**src/rtl/wb_write_queue_pkg.sv**
```systemverilog
// Shared register-bank constants and helpers for the write-back queue.
// Latency: n/a (declarations only).
// Backpressure: n/a.
//
// The register bank and the write queue both take their address and data
// widths from here, so the two sides always agree on the register-file shape.
package wb_write_queue_pkg;

    localparam int NREG     = 32;             // registers in the bank
    localparam int BR_AW    = $clog2(NREG);   // register address width
    localparam int BR_DW    = 32;             // register data width
    localparam int REG_ZERO = 0;              // hard-wired zero register; writes to it are dropped

    localparam int WQ_DEPTH = 4;              // default queue depth

    // Pointer increment with natural wrap; DEPTH is a power of two so the
    // carry out of the top bit is simply discarded.
    function automatic logic [$clog2(WQ_DEPTH)-1:0] wq_ptr_inc(
        input logic [$clog2(WQ_DEPTH)-1:0] ptr
    );
        return ptr + 1'b1;
    endfunction

endpackage

```
**src/rtl/wb_write_queue_if.sv**
```systemverilog
// Write-back request, bank write port and forwarding lookup bundle.
// Latency: n/a (wiring only).
// Backpressure: in_valid/in_ready on the request side; wr_hold stalls the drain.
//
// master : the surrounding pipeline (drives requests, hold and lookup address)
// slave  : the write queue (drives ready, bank write port, hit and occupancy)
interface wb_write_queue_if
    import wb_write_queue_pkg::*;
#(
    parameter int DEPTH = WQ_DEPTH,
    parameter int AW    = BR_AW,
    parameter int DW    = BR_DW
);
    logic                     in_valid;
    logic                     in_ready;
    logic [AW-1:0]            in_wa;
    logic [DW-1:0]            in_data;
    logic                     wr_hold;
    logic [AW-1:0]            wa;
    logic [DW-1:0]            data_in;
    logic                     we;
    logic [AW-1:0]            q_addr;
    logic                     hit;
    logic [DW-1:0]            hit_data;
    logic [$clog2(DEPTH):0]   count;

    modport master (
        output in_valid, in_wa, in_data, wr_hold, q_addr,
        input  in_ready, wa, data_in, we, hit, hit_data, count
    );

    modport slave (
        input  in_valid, in_wa, in_data, wr_hold, q_addr,
        output in_ready, wa, data_in, we, hit, hit_data, count
    );
endinterface

```
**src/rtl/wb_fwd_match.sv**
```systemverilog
// Forwarding search: youngest occupied queue entry whose address equals q_addr.
// Latency: purely combinational.
// Backpressure: none; pure lookup on registered queue state.
//
// Ports: ent_addr/ent_data = storage array, rd_ptr/count = occupied window,
//        q_addr = lookup address, hit/hit_data = match flag and youngest data.
module wb_fwd_match #(
    parameter int DEPTH = 4,
    parameter int AW    = 5,
    parameter int DW    = 32
) (
    input  logic [AW-1:0]            ent_addr [DEPTH],
    input  logic [DW-1:0]            ent_data [DEPTH],
    input  logic [$clog2(DEPTH)-1:0] rd_ptr,
    input  logic [$clog2(DEPTH):0]   count,
    input  logic [AW-1:0]            q_addr,
    output logic                     hit,
    output logic [DW-1:0]            hit_data
);
    localparam int PW = $clog2(DEPTH);
    localparam int CW = PW + 1;

    logic [PW-1:0] idx;

    // Walk from oldest (rd_ptr) to youngest; a later match overwrites an
    // earlier one, so the last one standing is the youngest.
    always_comb begin
        hit      = 1'b0;
        hit_data = '0;
        idx      = '0;
        if (q_addr != '0) begin
            for (int i = 0; i < DEPTH; i++) begin
                idx = rd_ptr + PW'(i);
                if ((CW'(i) < count) && (ent_addr[idx] == q_addr)) begin
                    hit      = 1'b1;
                    hit_data = ent_data[idx];
                end
            end
        end
    end

endmodule

```
**src/rtl/wb_write_queue.sv**
```systemverilog
// Write-back queue: buffers (rd, data) requests and drains one per cycle into the bank write port.
// Latency: accepted at edge N -> we during cycle N+1 -> committed at edge N+1 (1 cycle minimum).
// Backpressure: in_ready = not full (no pass-through when full); wr_hold stalls the drain.
//
// Ports: clk/rst_n plain; bus (slave modport) carries the request handshake,
//        wr_hold, bank write port (wa/data_in/we), forwarding lookup and count.
module wb_write_queue
    import wb_write_queue_pkg::*;
#(
    parameter int DEPTH = WQ_DEPTH,
    parameter int AW    = BR_AW,
    parameter int DW    = BR_DW
) (
    input  logic              clk,
    input  logic              rst_n,
    wb_write_queue_if.slave   bus
);
    localparam int PW = $clog2(DEPTH);
    localparam int CW = PW + 1;

    logic [AW-1:0] ent_addr [DEPTH];
    logic [DW-1:0] ent_data [DEPTH];

    logic [PW-1:0] wr_ptr;
    logic [PW-1:0] rd_ptr;
    logic [CW-1:0] count;

    logic ready;
    logic push;
    logic occupied;
    logic pop;

    assign ready    = (count != CW'(DEPTH));
    assign occupied = (count != '0);
    assign pop      = occupied && !bus.wr_hold;

    // A write to the zero register is acknowledged but never stored.
    assign push     = bus.in_valid && ready && (bus.in_wa != AW'(REG_ZERO));

    always_ff @(posedge clk or negedge rst_n) begin
        if (!rst_n) begin
            wr_ptr <= '0;
            rd_ptr <= '0;
            count  <= '0;
        end else begin
            if (push) begin
                wr_ptr <= wr_ptr + PW'(1);
            end
            if (pop) begin
                rd_ptr <= rd_ptr + PW'(1);
            end
            case ({push, pop})
                2'b10:   count <= count + CW'(1);
                2'b01:   count <= count - CW'(1);
                default: count <= count;
            endcase
        end
    end

    // Payload needs no reset: every read of it is qualified by count.
    always_ff @(posedge clk) begin
        if (push) begin
            ent_addr[wr_ptr] <= bus.in_wa;
            ent_data[wr_ptr] <= bus.in_data;
        end
    end

    assign bus.in_ready = ready;
    assign bus.we       = pop;
    assign bus.wa       = occupied ? ent_addr[rd_ptr] : '0;
    assign bus.data_in  = occupied ? ent_data[rd_ptr] : '0;
    assign bus.count    = count;

    wb_fwd_match #(
        .DEPTH (DEPTH),
        .AW    (AW),
        .DW    (DW)
    ) u_fwd (
        .ent_addr (ent_addr),
        .ent_data (ent_data),
        .rd_ptr   (rd_ptr),
        .count    (count),
        .q_addr   (bus.q_addr),
        .hit      (bus.hit),
        .hit_data (bus.hit_data)
    );

endmodule

```
**src/flat_wrapper.sv**
```systemverilog
// flat-port wrapper written by rule: the top's interface ports become plain ports
module wb_write_queue_flat import wb_write_queue_pkg::*;
#(
    parameter int DEPTH = WQ_DEPTH,
    parameter int AW    = BR_AW,
    parameter int DW    = BR_DW
)
  (clk, rst_n, bus_in_valid, bus_in_wa, bus_in_data, bus_wr_hold, bus_q_addr, bus_in_ready, bus_wa, bus_data_in, bus_we, bus_hit, bus_hit_data, bus_count);
  wb_write_queue_if #(.DEPTH(DEPTH), .AW(AW), .DW(DW)) bus_i ();
  input  logic clk;
  input  logic rst_n;
  input wire logic [$bits(bus_i.in_valid)-1:0] bus_in_valid;
  input wire logic [$bits(bus_i.in_wa)-1:0] bus_in_wa;
  input wire logic [$bits(bus_i.in_data)-1:0] bus_in_data;
  input wire logic [$bits(bus_i.wr_hold)-1:0] bus_wr_hold;
  input wire logic [$bits(bus_i.q_addr)-1:0] bus_q_addr;
  output wire logic [$bits(bus_i.in_ready)-1:0] bus_in_ready;
  output wire logic [$bits(bus_i.wa)-1:0] bus_wa;
  output wire logic [$bits(bus_i.data_in)-1:0] bus_data_in;
  output wire logic [$bits(bus_i.we)-1:0] bus_we;
  output wire logic [$bits(bus_i.hit)-1:0] bus_hit;
  output wire logic [$bits(bus_i.hit_data)-1:0] bus_hit_data;
  output wire logic [$bits(bus_i.count)-1:0] bus_count;
  assign bus_i.in_valid = bus_in_valid;
  assign bus_i.in_wa = bus_in_wa;
  assign bus_i.in_data = bus_in_data;
  assign bus_i.wr_hold = bus_wr_hold;
  assign bus_i.q_addr = bus_q_addr;
  assign bus_in_ready = bus_i.in_ready;
  assign bus_wa = bus_i.wa;
  assign bus_data_in = bus_i.data_in;
  assign bus_we = bus_i.we;
  assign bus_hit = bus_i.hit;
  assign bus_hit_data = bus_i.hit_data;
  assign bus_count = bus_i.count;
  wb_write_queue #(.DEPTH(DEPTH), .AW(AW), .DW(DW)) u_core (.clk(clk), .rst_n(rst_n), .bus(bus_i));
endmodule
```
**config.mk**
```make
export PLATFORM = sky130hd
export DESIGN_NAME = wb_write_queue_flat
export DESIGN_NICKNAME = d
export VERILOG_FILES = /design/src/rtl/wb_write_queue_pkg.sv /design/src/rtl/wb_write_queue_if.sv /design/src/rtl/wb_fwd_match.sv /design/src/rtl/wb_write_queue.sv /design/src/flat_wrapper.sv
export SDC_FILE = /design/constraint.sdc
export NUM_CORES = 1
export LEC_CHECK = 0
export ABC_AREA = 1
export CORE_MARGIN = 8
export CORE_UTILIZATION = 40
export CTS_CLUSTER_DIAMETER = 150
export DETAILED_ROUTE_END_ITERATION = 10
export MAX_ROUTING_LAYER = met4
export PLACE_DENSITY = 0.62
export SYNTH_ARGS = -nofsm -noshare
export SYNTH_HDL_FRONTEND = slang
export SYNTH_SLANG_ARGS = --single-unit
```
**constraint.sdc**
```tcl
create_clock -name clk -period 4.13 [get_ports clk]
set_input_delay 0.826 -clock clk [delete_from_list [all_inputs] [get_ports clk]]
set_output_delay 0.826 -clock clk [all_outputs]
set_load 0.05 [all_outputs]
```
**After elaboration in Yosys (flattened, before gate mapping)**

Cells that the tools add are included.
W data, S select, Z words.

- Register bits after elaboration: 155
- Bits of input ports: 46
- Output and inout port bits: 75
- Logic and storage cells: 95

- Add/sub/neg operators: 6
- Magnitude comparators: 10
- Equality and inequality tests: 7
- Mux-type cells: 43
- Bitwise gates (word level): 5
- Reduce and logical (&&, ||, !) cells: 13

Operators by type and width:

| operator | count |
|---|---|
| $mux W32 | 15 |
| $bmux W32 S2 | 4 |
| $bwmux W128 | 1 |
| $demux W32 S2 | 1 |
| $mux W5 | 10 |
| $bmux W5 S2 | 4 |
| $bwmux W20 | 1 |
| $eq A5 B5 Y1 | 4 |
| $ge A3 B3 Y1 const B | 5 |
| $not A2 Y3 | 5 |
| $demux W5 S2 | 1 |
| $reduce_bool A5 Y1 | 2 |
| $logic_and A1 B1 Y1 | 8 |
| $lt A1 B3 Y1 const A | 2 |
| $lt A2 B3 Y1 const A | 2 |
| $pmux W3 S2 | 1 |
| $mux W1 | 5 |
| $add A2 B1 Y2 const B | 2 |
| $add A2 B2 Y2 const B | 2 |
| $add A3 B1 Y3 const B | 1 |
| $lt A3 B1 Y1 const B | 1 |
| $ne A3 B3 Y1 const B | 1 |
| $reduce_bool A3 Y1 | 1 |
| $sub A3 B1 Y3 const B | 1 |
| other kinds (4) | 4 |

**Longest topological paths before layout**

Gate-level depths: netlist (run 1).

- Depth in word-level cells: 11
- Mapped depth: 17
- Mapped depth without buffers: 14

**Modules after synthesis**

From an unflattened synthesis (run 1), not the netlist that was laid out.

- Cells, all modules: 1697
- Area, all modules: 11496.0 µm²

Modules (own cells, without submodules):

| module | times used | cells each | area an instance (µm²) | seq. area each (µm²) |
|---|---|---|---|---|
| wb_write_queue | 1 | 531 | 6262.3 | 4619.4 |
| wb_fwd_match | 1 | 1166 | 5233.8 | 0.0 |

**Least setup slack after synthesis (run 1)**

Ideal clock, no wire load.

- Path kind: flip-flop to flip-flop
- Start point: register u_core.count[0] (netlist: u_core.bus.count[0])
- End point: register u_core.ent_addr[0] (netlist bit) (enable)
- Setup time: 431 ps
- Arrival time: 3399 ps
- Required time: 3699 ps
- Setup slack: 300 ps
- Cell stages (with the launch flop): 6
- Path buffers: 0
- Period minus slack after synthesis: 3830 ps
- Cell sequence: dfrtp_1 -> inv_1 -> ha_1 -> nand2_1 -> o311ai_2 -> nor2_1

- Word-level cells in the longest chain between the ends: 3

RTL lines:

| element | RTL line | text |
|---|---|---|
| start: declaration | wb_write_queue.sv:26 | `logic [CW-1:0] count;` |
| start signal: assignment | wb_write_queue.sv:53 | `2'b10: count <= count + CW'(1);` |
| start signal: assignment | wb_write_queue.sv:54 | `2'b01: count <= count - CW'(1);` |
| start signal: assignment | wb_write_queue.sv:55 | `default: count <= count;` |
| $ne A3 B3 Y1 | wb_write_queue.sv:33 | `assign ready = (count != CW'(DEPTH));` |
| named net bus_in_ready | flat_wrapper.sv:17 | `output wire logic [$bits(bus_i.in_ready)-1:0] bus_in_ready;` |
| $logic_and A1 B1 Y1 (2 in a row) | wb_write_queue.sv:38 | `assign push = bus.in_valid && ready && (bus.in_wa != AW'(REG_ZERO));` |
| end signal: indexed assignment | wb_write_queue.sv:63 | `ent_addr[wr_ptr] <= bus.in_wa;` |
| end: declaration | wb_write_queue.sv:21 | `logic [AW-1:0] ent_addr [DEPTH];` |

The timed path passes the listed nets, and every way through them passes these cells.
A chain may end at the register's enable or synchronous reset.

**Worst setup path after layout (run 1)**

- Start point: register u_core.rd_ptr[0]
- End point: output port bus_hit_data[11]

- Word-level cells in the longest chain between the ends: 11
- Elaborated cells between the ends (all ways): 44
- Those cells by class: add/sub (3); eq/ne (4); mux (29); bitwise (4); reduce/logical (4)

RTL lines:

| element | RTL line | text |
|---|---|---|
| start: declaration | wb_write_queue.sv:25 | `logic [PW-1:0] rd_ptr;` |
| start signal: assignment | wb_write_queue.sv:50 | `rd_ptr <= rd_ptr + PW'(1);` |
| $add A2 B1 Y2 / $not A2 Y3 (equally long branches) | wb_fwd_match.sv:33, wb_fwd_match.sv:34, wb_fwd_match.sv:36 |  |
| $not A2 Y3 (implied by the code) / $bmux W5 S2 (equally long branches) | wb_fwd_match.sv:34, wb_fwd_match.sv:36 |  |
| $bmux W5 S2 / $mux W5 (equally long branches) | wb_fwd_match.sv:34 | `if ((CW'(i) < count) && (ent_addr[idx] == q_addr)) begin` |
| $mux W5 (implied by the code) | wb_fwd_match.sv:34 |  |
| $mux W5 (implied by the code) / $eq A5 B5 Y1 (equally long branches) | wb_fwd_match.sv:34 |  |
| $eq A5 B5 Y1 / $logic_and A1 B1 Y1 (equally long branches) | wb_fwd_match.sv:34 |  |
| $logic_and A1 B1 Y1 / $mux W32 (equally long branches) | wb_fwd_match.sv:34 |  |
| $mux W32 (2 in a row) | wb_fwd_match.sv:34 |  |
| $mux W32 (*) | wb_fwd_match.sv:34 |  |
| $mux W32 (*) | wb_fwd_match.sv:31 | `if (q_addr != '0) begin` |
| end: declaration | flat_wrapper.sv:22 | `output wire logic [$bits(bus_i.hit_data)-1:0] bus_hit_data;` |

Every way passes the cells marked *; elsewhere a longest branch is shown, timed or not. The select of a mux whose other input is x is not followed.

==> results.md, run 1 <==
- Port Buffers: 120
- Asr flop ratio synth: approximately 4.5%
- Synth Area in Simple Gates: 26.5%
- Vias in the first global route: about 9100
- Cell taking the most area after synthesis: edfxtp_1
- Final nets: 1531
- Syn_area_per_cell: between 7 and 8 um^2
- Yosys cell types: 30
- Post CTS Setup Buffer Count: 0
- Commonest non-fill, non-tap cell in the layout: nand2_1
- GP Congestion: 0.894
- Ys flop type: edfxtp_1
- DRC: 0
- Relative slew margins: 52.2%
- Initial antenna violation count: 2
- Area Overhead vs Synth: 26.8%
- Outcome: finished, final reports clean
- Largest cells by area after synthesis: edfxtp_1 44%, nand2_1 16%, o21ai_0 14%
- HPWL Detailed: 19600 um
- Total iterations of the first detailed-routing run: 7
- Multiplexer share of the synthesized area: 0%
- RSZ-0062 raised after global routing: no
- Main combinational cell family by area after synthesis: simple AND/OR/NAND/NOR gates
- Crit start category: register
- Transition time of the tightest slew-check pin: 717 ps
- Cts bufs inserted: 17
- Final Instance Count excl. Fillers: 1822
- First-pass GRT wire length: between 40000 and 50000 um
- Share of layout cells above drive strength 1: 11.1%
- Clock Path Buffers: 2
- Total track usage: 20.8%
- Setup_tns: 0 ps
- Slew Limit Fails: 0
- Yosys warning count: 0
- Final min period: slightly below 4000 ps
- Most frequent cells in the layout: 427 x nand2_1, 288 x o21ai_0, 148 x edfxtp_1
- Initial DRC Count: 950
- Maxcap violations: 0
- Post-layout util: 51.4%
- CORE AREA: 25000 um^2
- Largest net degree at the start of global routing: between 100 and 150
- Hold Violations, Final: 0
- Detail Route Antenna Nets: 0
- Dpl cells: 1784
- Max Freq: between 200 and 300 MHz
- # IOs: ~120
- DIE HEIGHT: 175 um
- Setup Viol. Count Final: 0
- Setup Skew: 15.3 ps
- Arr. time, crit path: 3090 ps
- Initial Util: 40.6%
- Post-synthesis compound-gate area fraction: 16.9%
- Adder-Cell Fraction of Synth Area: 1.11%
- CTS sink count: ~160
- Cells after synthesis: 1398
- Mapped Nets: 1453
- Drt wl/cell: 17.3 um
- Fin crit share: a little over nine tenths
- Top-area cell type share of the netlist area: 43.7%
- CTS HTree Levels: 4
- Root buffer cell: clkbuf_16
- Vias per std cell: 5.36
- Hold WC Path Type: reg2reg
- Setup CP Type: reg2out
- Gr ovfl total: 0
- Hold-fix buffers, CTS: 0
- Worst Setup End Kind: output pin
- Die width: 175 um
- Worst hold slack: 558 ps
- Mapped Area: between 10000 and 15000 um^2
- Flops & latches, synth: 155
- Req. time, crit path: 3300 ps
- Vias: between 9000 and 10000
- TritonCTS clock tree: yes
- Register area share after synthesis: a little under half
- Clk Latency, worst-skew pair: 430 ps
- Final wirelength: 31500 um
- # rows: 58
- EDFF count, synth: 148
- Die area: a little over 30000 um^2
- Crit Path Max Fanout: 50
- Clk slew on worst S/H paths: roughly 60 ps
- XOR/XNOR Fraction of Synth Area: 0.948%
## path summary, 6_finish.rpt
check                                     from                   to  slack, ps  cells after the start
setup / recovery              u_core.rd_ptr[0]     bus_hit_data[11]        220                     12
hold / removal             u_core.bus.count[1]  u_core.bus.count[1]        560                      2
setup reg to reg           u_core.bus.count[0]  u_core.ent_data[14]       1860                      7
hold reg to reg            u_core.bus.count[1]  u_core.bus.count[1]        560                      2
max in group asynchronous                rst_n     u_core.rd_ptr[0]       3130                      1
min in group asynchronous                rst_n  u_core.bus.count[1]        690                      1
## layout make-up
| cell class | instances | area (um^2) |
|---|---|---|
| diodes | 3 | 7.51 |
| clock buffers | 18 | 429 |
| clock inverters | 14 | 169 |
| fillers | 2358 | 12200 |
| inverters | 125 | 474 |
| multi-input cells | 1021 | 4710 |
| flip-flops and latches | 155 | 4620 |
| well taps | 330 | 413 |
| repair buffers | 156 | 2050 |
## routing by layer
| layer | track usage, % | up-vias | part of all wire (%) |
|---|---|---|---|
| met5 | - | - | 0 |
| met4 | 6.85 | 0 | 1.9 |
| met3 | 4.62 | 44 | 7.4 |
| met2 | 32.9 | 395 | 47 |
| met1 | 26.2 | 4530 | 44 |
| li1 | - | 4806 | - |
## critical path, stage by stage (launching register included)
cell,delay [ps]
dfrtp_4,550
buf_16,200
nand2_1,190
nand2_4,150
o21ai_0,280
xor2_1,100
nor2_1,100
nand2_1,90
nor2_4,130
buf_12,250
nor2_1,70
a21oi_1,320
buf_12,190
## synth_stat cells (3+ instances only)
cell        n
ha_1        9
nand2_1   427
o21ai_1    12
edfxtp_1  148
buf_1       8
a21oi_1    36
o21ai_0   288
buf_2      21
xor2_1      9
inv_1     123
clkbuf_1   57
nand2_2     3
nand3_1    68
dfrtp_1     7
nand4_1    35
nor2_1    119
buf_4       8
buf_6       4
## through the flow
stage,setup WS (ps),instance area (um^2)
after floorplan,300,10200
after global placement,327,12200
final,219,12900
after global routing,15.7,12900
after CTS,32.1,12800
after detailed placement,327,12200
## kinds of logic after synthesis
kind of cell             Yosys count
adder cells (fa/ha/maj)            9
flip-flops                       155
AND/OR/NAND/NOR                  661
XOR/XNOR                          11
AO/OA/AOI/OAI                    339
buffers and inverters            223
## what timing repair did
action,4_1_cts,5_1_grt
endpoints found under the hold margin,0,0
pin swaps,0,1
gates resized for setup,1,14
cloned,0,3
endpoints found under the setup margin,6,32
## state kept, by name (all words and copies together) (netlist names)
name              count
u_core.bus.count      3
u_core.ent_addr      20
u_core.ent_data     128
u_core.rd_ptr         2
u_core.wr_ptr         2
Power of run 1 is left out: the tool's default activity adds up to more than one toggle a clock period on the data nets, which glitch-free logic cannot reach.
==> run 2, diff against run 1 <==
Settings changed: PLACE_DENSITY 0.62 to 0.65, SKIP_LAST_GASP from default to 1.
Clock period 4.13 ns to 3.58 ns, I/O delays scaled along.
==> run 2 against run 1 <==
  * Sequential cell count stayed put
  * Clock skew is 2.8 ps lower
  * Largest cell class unchanged
  * Sequential share of layout area shrank 2.8 points
  * Via count grew 3.7%
  * The run now ends with negative setup slack left
  * First-iteration DRC count down 8.2%
  * Cell count is 3.2% higher
  * Final area increased by 8.3%
  * Hold slack lost 1.1 ps
==> results.md, run 2 (same netlist as run 1, synthesis figures left out) <==
- Gr ovfl total: 0 (unchanged)
- Cts bufs inserted: 17 (unchanged)
- Hold-fix buffers, CTS: 0 (unchanged)
- Clock Path Buffers: 2 (unchanged)
- Initial antenna violation count: 0 (-2)
- Vias per std cell: 5.39 (+0.45%)
- Hold Violations, Final: 0 (unchanged)
- Most frequent cells in the layout: 405 x nand2_1, 273 x o21ai_0, 148 x edfxtp_1
- R2R Setup Slk: 810 ps (-1050 ps)
- Outcome: finished with violations
- Clk slew on worst S/H paths: 70 ps (about the same)
- Initial DRC Count: 872 (-8.2%)
- # rows: 58 (unchanged)
- Port Buffers: 120 (unchanged)
- Setup Viol. Count Final: 5 (+5)
- Max Freq: about 280 MHz
- Transition time of the tightest slew-check pin: 1120 ps (+407 ps)
- Final min period: about 3600 ps
- # IOs: 121 (unchanged)
- Worst R2R Start: u_core.bus.count[0]
- FF-to-FF End: u_core.ent_data[46]
- Total iterations of the first detailed-routing run: 5 (-2)
- Vias in the first global route: 9118 (+0.29%)
- Share of layout cells above drive strength 1: 18.7% (+7.6 points)
- Relative slew margins: 24.9% (-27 points)
- Final instance area: 14000 um^2 (+8.3%)
- Die area: 30800 um^2 (unchanged)
- Number of flip-flops in the largest register: 128 (unchanged)
- Die width: 175 um (unchanged)
- Largest net degree at the start of global routing: 120 (-2.4%)
- CORE AREA: 25000 um^2 (unchanged)
- Fin worst setup slack: -22.2 ps (-241 ps)
- DP Area: 12400 um^2 (+2.1%)
- Area Overhead vs Synth: 37.4%
- Maxcap violations: 0 (unchanged)
- Top Registers: u_core.ent_data (128), u_core.ent_addr (20), u_core.bus.count (3)
- Hold WC Path Type: in2async
- Slew Limit Fails: 0 (unchanged)
- Clk Latency, worst-skew pair: 430 ps (about the same)
- HPWL Detailed: 19700 um (+0.43%)
- Total track usage: 20.5% (-0.32 points)
- CTS HTree Levels: 4 (unchanged)
- DIE HEIGHT: 175 um (unchanged)
- Req. time, crit path: 2860 ps (-440 ps)
- DRC: 0 (unchanged)
- Detail Route Antenna Nets: 0 (unchanged)
- RSZ-0062 raised after global routing: yes
- Arr. time, crit path: 2890 ps (-200 ps)
- CTS sink count: 155 (unchanged)
- GP Congestion: 0.881 (-1.5%)
- Setup Skew: 12.5 ps (-2.79 ps)
- Worst Setup End Kind: output pin
- Commonest non-fill, non-tap cell in the layout: nand2_1
- Vias: 10132 (+3.7%)
- Failing checks: negative setup slack
- Reg with most FFs: u_core.ent_data
- Fin crit share: 101%
- Setup CP Type: reg2out
- TritonCTS clock tree: yes
- Final nets: 1591 (+3.9%)
- Root buffer cell: clkbuf_16
- Final wirelength: 33100 um (+5.1%)
- First-pass GRT wire length: 48700 um (-1.1%)
- Setup Slack @ Placement: 18.0 ps (-309 ps)
- Crit Path Max Fanout: 15 (-70%)
- R2R depth: 7 (unchanged)
- Crit start category: register
- Drt wl/cell: 17.6 um (+1.9%)
- Initial Util: 40.6% (unchanged)
-- run 2: cell count changes in the layout (fill, tap and decap cells not counted), sizes merged --
cell | before | now
buf | 104 | 158
clkbuf | 20 | 28
clkinv | 5 | 8
clkinvlp | 3 | 1
diode | 3 | 1
inv | 128 | 126
nand2 | 431 | 430
-- run 2: metrics by stage --
| step | hold WS [ps] | setup TNS, ps | instances | utilization, % |
|---|---|---|---|---|
| after floorplan | 420 | -37000 | 1398 | - |
| after global placement | 532 | 0 | 1812 | 49.6 |
| after detailed placement | 565 | 0 | 1812 | 49.6 |
| after CTS | 563 | -23.2 | 1854 | 53.0 |
| after global routing | 575 | -3420 | 1879 | 55.7 |
| final | 557 | -70.1 | 1880 | 55.7 |
-- run 2: worst max path at each step --
stage / startpoint / cells past startpoint / slack, ps / to
3_5_place_dp: bus_q_addr[4] / 10 / 20 / bus_hit_data[21]
4_1_cts: u_core.rd_ptr[1] / 15 / -10 / bus_hit_data[21]
6_report: u_core.rd_ptr[0] / 16 / -20 / bus_hit_data[0]
2_1_floorplan: u_core.bus.count[0] / 5 / -250 / u_core.ent_addr[0]
5_1_grt: u_core.rd_ptr[0] / 15 / -210 / bus_hit_data[14]
3_3_place_gp: bus_q_addr[4] / 10 / 50 / bus_hit_data[21]
-- run 2: critical path, cell delays in order, from the launching register on --
cell and delay (ps):
dfrtp_4 580, buf_6 170, buf_16 140, nand2_4 70, nand2_2 60, nand2_2 70, nand2_1 60, nand2_1 70
nand2_2 70, nor2_4 190, nand3_4 170, buf_12 200, o21ai_0 70, nand3_1 90, a21oi_1 150, buf_4 160
buf_12 130
-- run 2: layout make-up --
cell class | instances | area (um^2)
fill | 2239 | 11100
clock buffer | 20 | 437
inverter | 125 | 484
multi-input combinational | 1020 | 5010
timing repair inverter | 1 | 8.76
tap | 330 | 413
antenna | 1 | 2.50
sequential | 155 | 4620
clock inverter | 12 | 149
timing repair buffer | 216 | 2820
-- run 2: repair_timing --
action	in CTS	in global routing
setup buffers	7	16
gates resized for setup	41	105
endpoints found under the setup margin	33	33
hold endpoints to repair	0	0
cloned	3	10
pin swaps	6	11
-- run 2: routing by layer --
layer  track usage (%)  routed length [um]  up-vias
met5                 -                   0        -
met4              7.67                 782        0
met3              2.45                2400       61
met2              33.5               15700      485
met1              25.8               14200     4663
li1                  -                   -     4923
Power of run 2 is left out for the same reason.
==> run 3, diff against run 2 <==
Settings changed: GPL_TIMING_DRIVEN from default to 0.
==> run 3 against run 2 <==
  * Via count grew 6.4%
  * Sequential cell count unchanged
  * Largest cell class unchanged
  * Highest routed layer unchanged
  * Count of clock-buffer cells in the layout decreased by 1
  * Hold slack got worse by 13 ps
  * Core utilization fell by 1.9 points
  * Sequential share of layout area is 1.2 points higher
  * The flow still finishes with violations (negative setup slack)
  * Die area unchanged
  * First-iteration DRC count is 62% higher
  * Setup slack got worse by 47 ps
==> results.md, run 3 (same netlist as run 1, synthesis figures left out) <==
- Outcome: finished with violations
- Failing checks: negative setup slack
- Worst hold slack: 544 ps (-12.6 ps)
- Relative slew margins: 29.1% (+4.2 points)
- TritonCTS clock tree: yes
- Vias per std cell: 5.62 (+4.3%)
- Vias: 10777 (+6.4%)
- R2R Setup Slk: 990 ps (+180 ps)
- Hold Violations, Final: 0 (unchanged)
- Number of flip-flops in the largest register: 128 (unchanged)
- Drt wl/cell: 19.6 um (+11%)
- Worst Setup End Kind: output pin
- Total iterations of the first detailed-routing run: 9 (+4)
- Dpl cells: 1852 (+2.2%)
- Initial DRC Count: 1412 (+62%)
- Transition time of the tightest slew-check pin: 1060 ps (-62.7 ps)
- DIE HEIGHT: 175 um (unchanged)
- Clock Path Buffers: 2 (unchanged)
- HPWL Detailed: 25100 um (+27%)
- CORE AREA: 25000 um^2 (unchanged)
- First-pass GRT wire length: 56700 um (+16%)
- Root buffer cell: clkbuf_16
- Most frequent cells in the layout: 413 x nand2_1, 272 x o21ai_0, 148 x edfxtp_1
- Share of layout cells above drive strength 1: 17.6% (-1.1 points)
- Req. time, crit path: 2860 ps (about the same)
- Largest net degree at the start of global routing: 26 (-78%)
- Max Freq: 274 MHz (-1.3%)
- Worst R2R Start: u_core.bus.count[0]
- Area Overhead vs Synth: 32.6%
- Setup_tns: -1320 ps (-1250 ps)
- # rows: 58 (unchanged)
- Top Registers: u_core.ent_data (128), u_core.ent_addr (20), u_core.bus.count (3)
- RSZ-0062 raised after global routing: yes
- Slew Limit Fails: 0 (unchanged)
- Hold WC Path Type: in2async
- R2R depth: 6 (-1)
- Die area: 30800 um^2 (unchanged)
- Crit Path Max Fanout: 5 (-10)
- Clk Latency, worst-skew pair: 430 ps (about the same)
- Setup Skew: 11.3 ps (-1.22 ps)
- Initial Util: 40.6% (unchanged)
- Total track usage: 24.1% (+3.7 points)
- Final instance area: 13500 um^2 (-3.4%)
- CTS HTree Levels: 4 (unchanged)
- Crit start category: register
- CTS sink count: 155 (unchanged)
- Initial antenna violation count: 0 (unchanged)
- # IOs: 121 (unchanged)
- Crit-path slowest cell: dfrtp_2
- DRC: 0 (unchanged)
- Cell mode on critical path: buf_12
- Cts bufs inserted: 17 (unchanged)
- Arr. time, crit path: 2930 ps (+40 ps)
- Clk slew on worst S/H paths: 70 ps (about the same)
- Final Instance Count excl. Fillers: 1917 (+2.0%)
- Detail Route Antenna Nets: 0 (unchanged)
- Crit-path cells: buf_6, buf_12, nand2_4, nand2_4, buf_4, nand2_1, o21ai_2, xor2_1, nor2_1, nand2_1, nor2_4, buf_12, buf_12, nor2_1, a21oi_2, buf_6
- # diodes: 0 (-1)
- Final nets: 1629 (+2.4%)
- Port Buffers: 120 (unchanged)
- Setup Viol. Count Final: 32 (+27)
- Maxcap violations: 0 (unchanged)
- Gr ovfl total: 0 (unchanged)
- FF-to-FF End: u_core.ent_data[113]
- Commonest non-fill, non-tap cell in the layout: nand2_1
- Vias in the first global route: 10227 (+12%)
- CP max stage delay: 460 ps (-120 ps)
- Reg with most FFs: u_core.ent_data
- DP Area: 11900 um^2 (-4.2%)
- GP Congestion: 0.929 (+5.5%)
- Final min period: 3650 ps (+47.1 ps)
- Die width: 175 um (unchanged)
- Worst Path Buf+Inv: 6 (+1)
- Fin worst setup slack: -69.3 ps (-47.1 ps)
- Setup CP Type: reg2out
- Final wirelength: 37500 um (+13%)
- Largest delay share family, worst path: buffers and inverters
- Fin crit share: 102% (+1.3 points)
run 3: cell types whose count changed in the layout (fill, tap and decap cells not counted), moves of 9 or more:
cell	change
clkbuf_4	+9
clkbuf_1	+26
nand2_2	-10
buf_2	+15
clkbuf_2	+33
buf_6	+34
buf_4	-53
dlygate4sd2_1	+11
buf_12	-60
run 3: layout make-up:
| cell class | count | area (um^2) |
|---|---|---|
| clock buffers | 19 | 443 |
| inverters | 125 | 469 |
| plain buffers | 98 | 709 |
| repair buffers | 156 | 1610 |
| clock inverters | 13 | 166 |
| multi-input cells | 1021 | 5040 |
| well taps | 330 | 413 |
| fillers | 2372 | 11600 |
| flip-flops and latches | 155 | 4620 |
run 3: worst max-delay path by stage:
stage | start | end | slack (ps) | depth (start not counted)
floorplan | u_core.bus.count[0] | u_core.ent_addr[0] | -250 | 5
global placement | bus_in_wa[1] | u_core.ent_data[15] | -1680 | 4
detailed placement | bus_q_addr[4] | bus_hit_data[3] | -1050 | 10
CTS | u_core.rd_ptr[0] | bus_hit_data[17] | -70 | 16
global route | u_core.rd_ptr[0] | bus_hit_data[15] | -170 | 17
finish | u_core.rd_ptr[0] | bus_hit_data[17] | -70 | 16
run 3: what timing repair did:
item,4_1_cts,5_1_grt
resized for setup,401,122
cloned,3,7
hold buffers,0,0
buffers inserted,19,4
pin swaps,24,31
endpoints found under the setup margin,65,58
run 3: per-stage QoR:
step / worst slack (ps) / utilization, %
floorplan: -250 / -
global placement: -1680 / 47.0
detailed placement: -1050 / 47.5
CTS: -74.9 / 52.2
global route: -171 / 53.8
finish: -69.3 / 53.8
run 3: layer usage:
metal	share of wire (%)	vias up	global-route usage, %
met1	41	4929	31.1
met3	10	123	3.61
met2	46	711	37.5
li1	-	5014	-
met5	0	-	-
met4	3.5	0	10.5
run 3: worst reg2reg max path: stages (launching register included):
cell	delay [ps]
dfrtp_1	450
inv_1	120
ha_1	230
nand2_1	100
o311ai_2	330
nor2_4	790
buf_16	270
Power of run 3 is left out for the same reason.
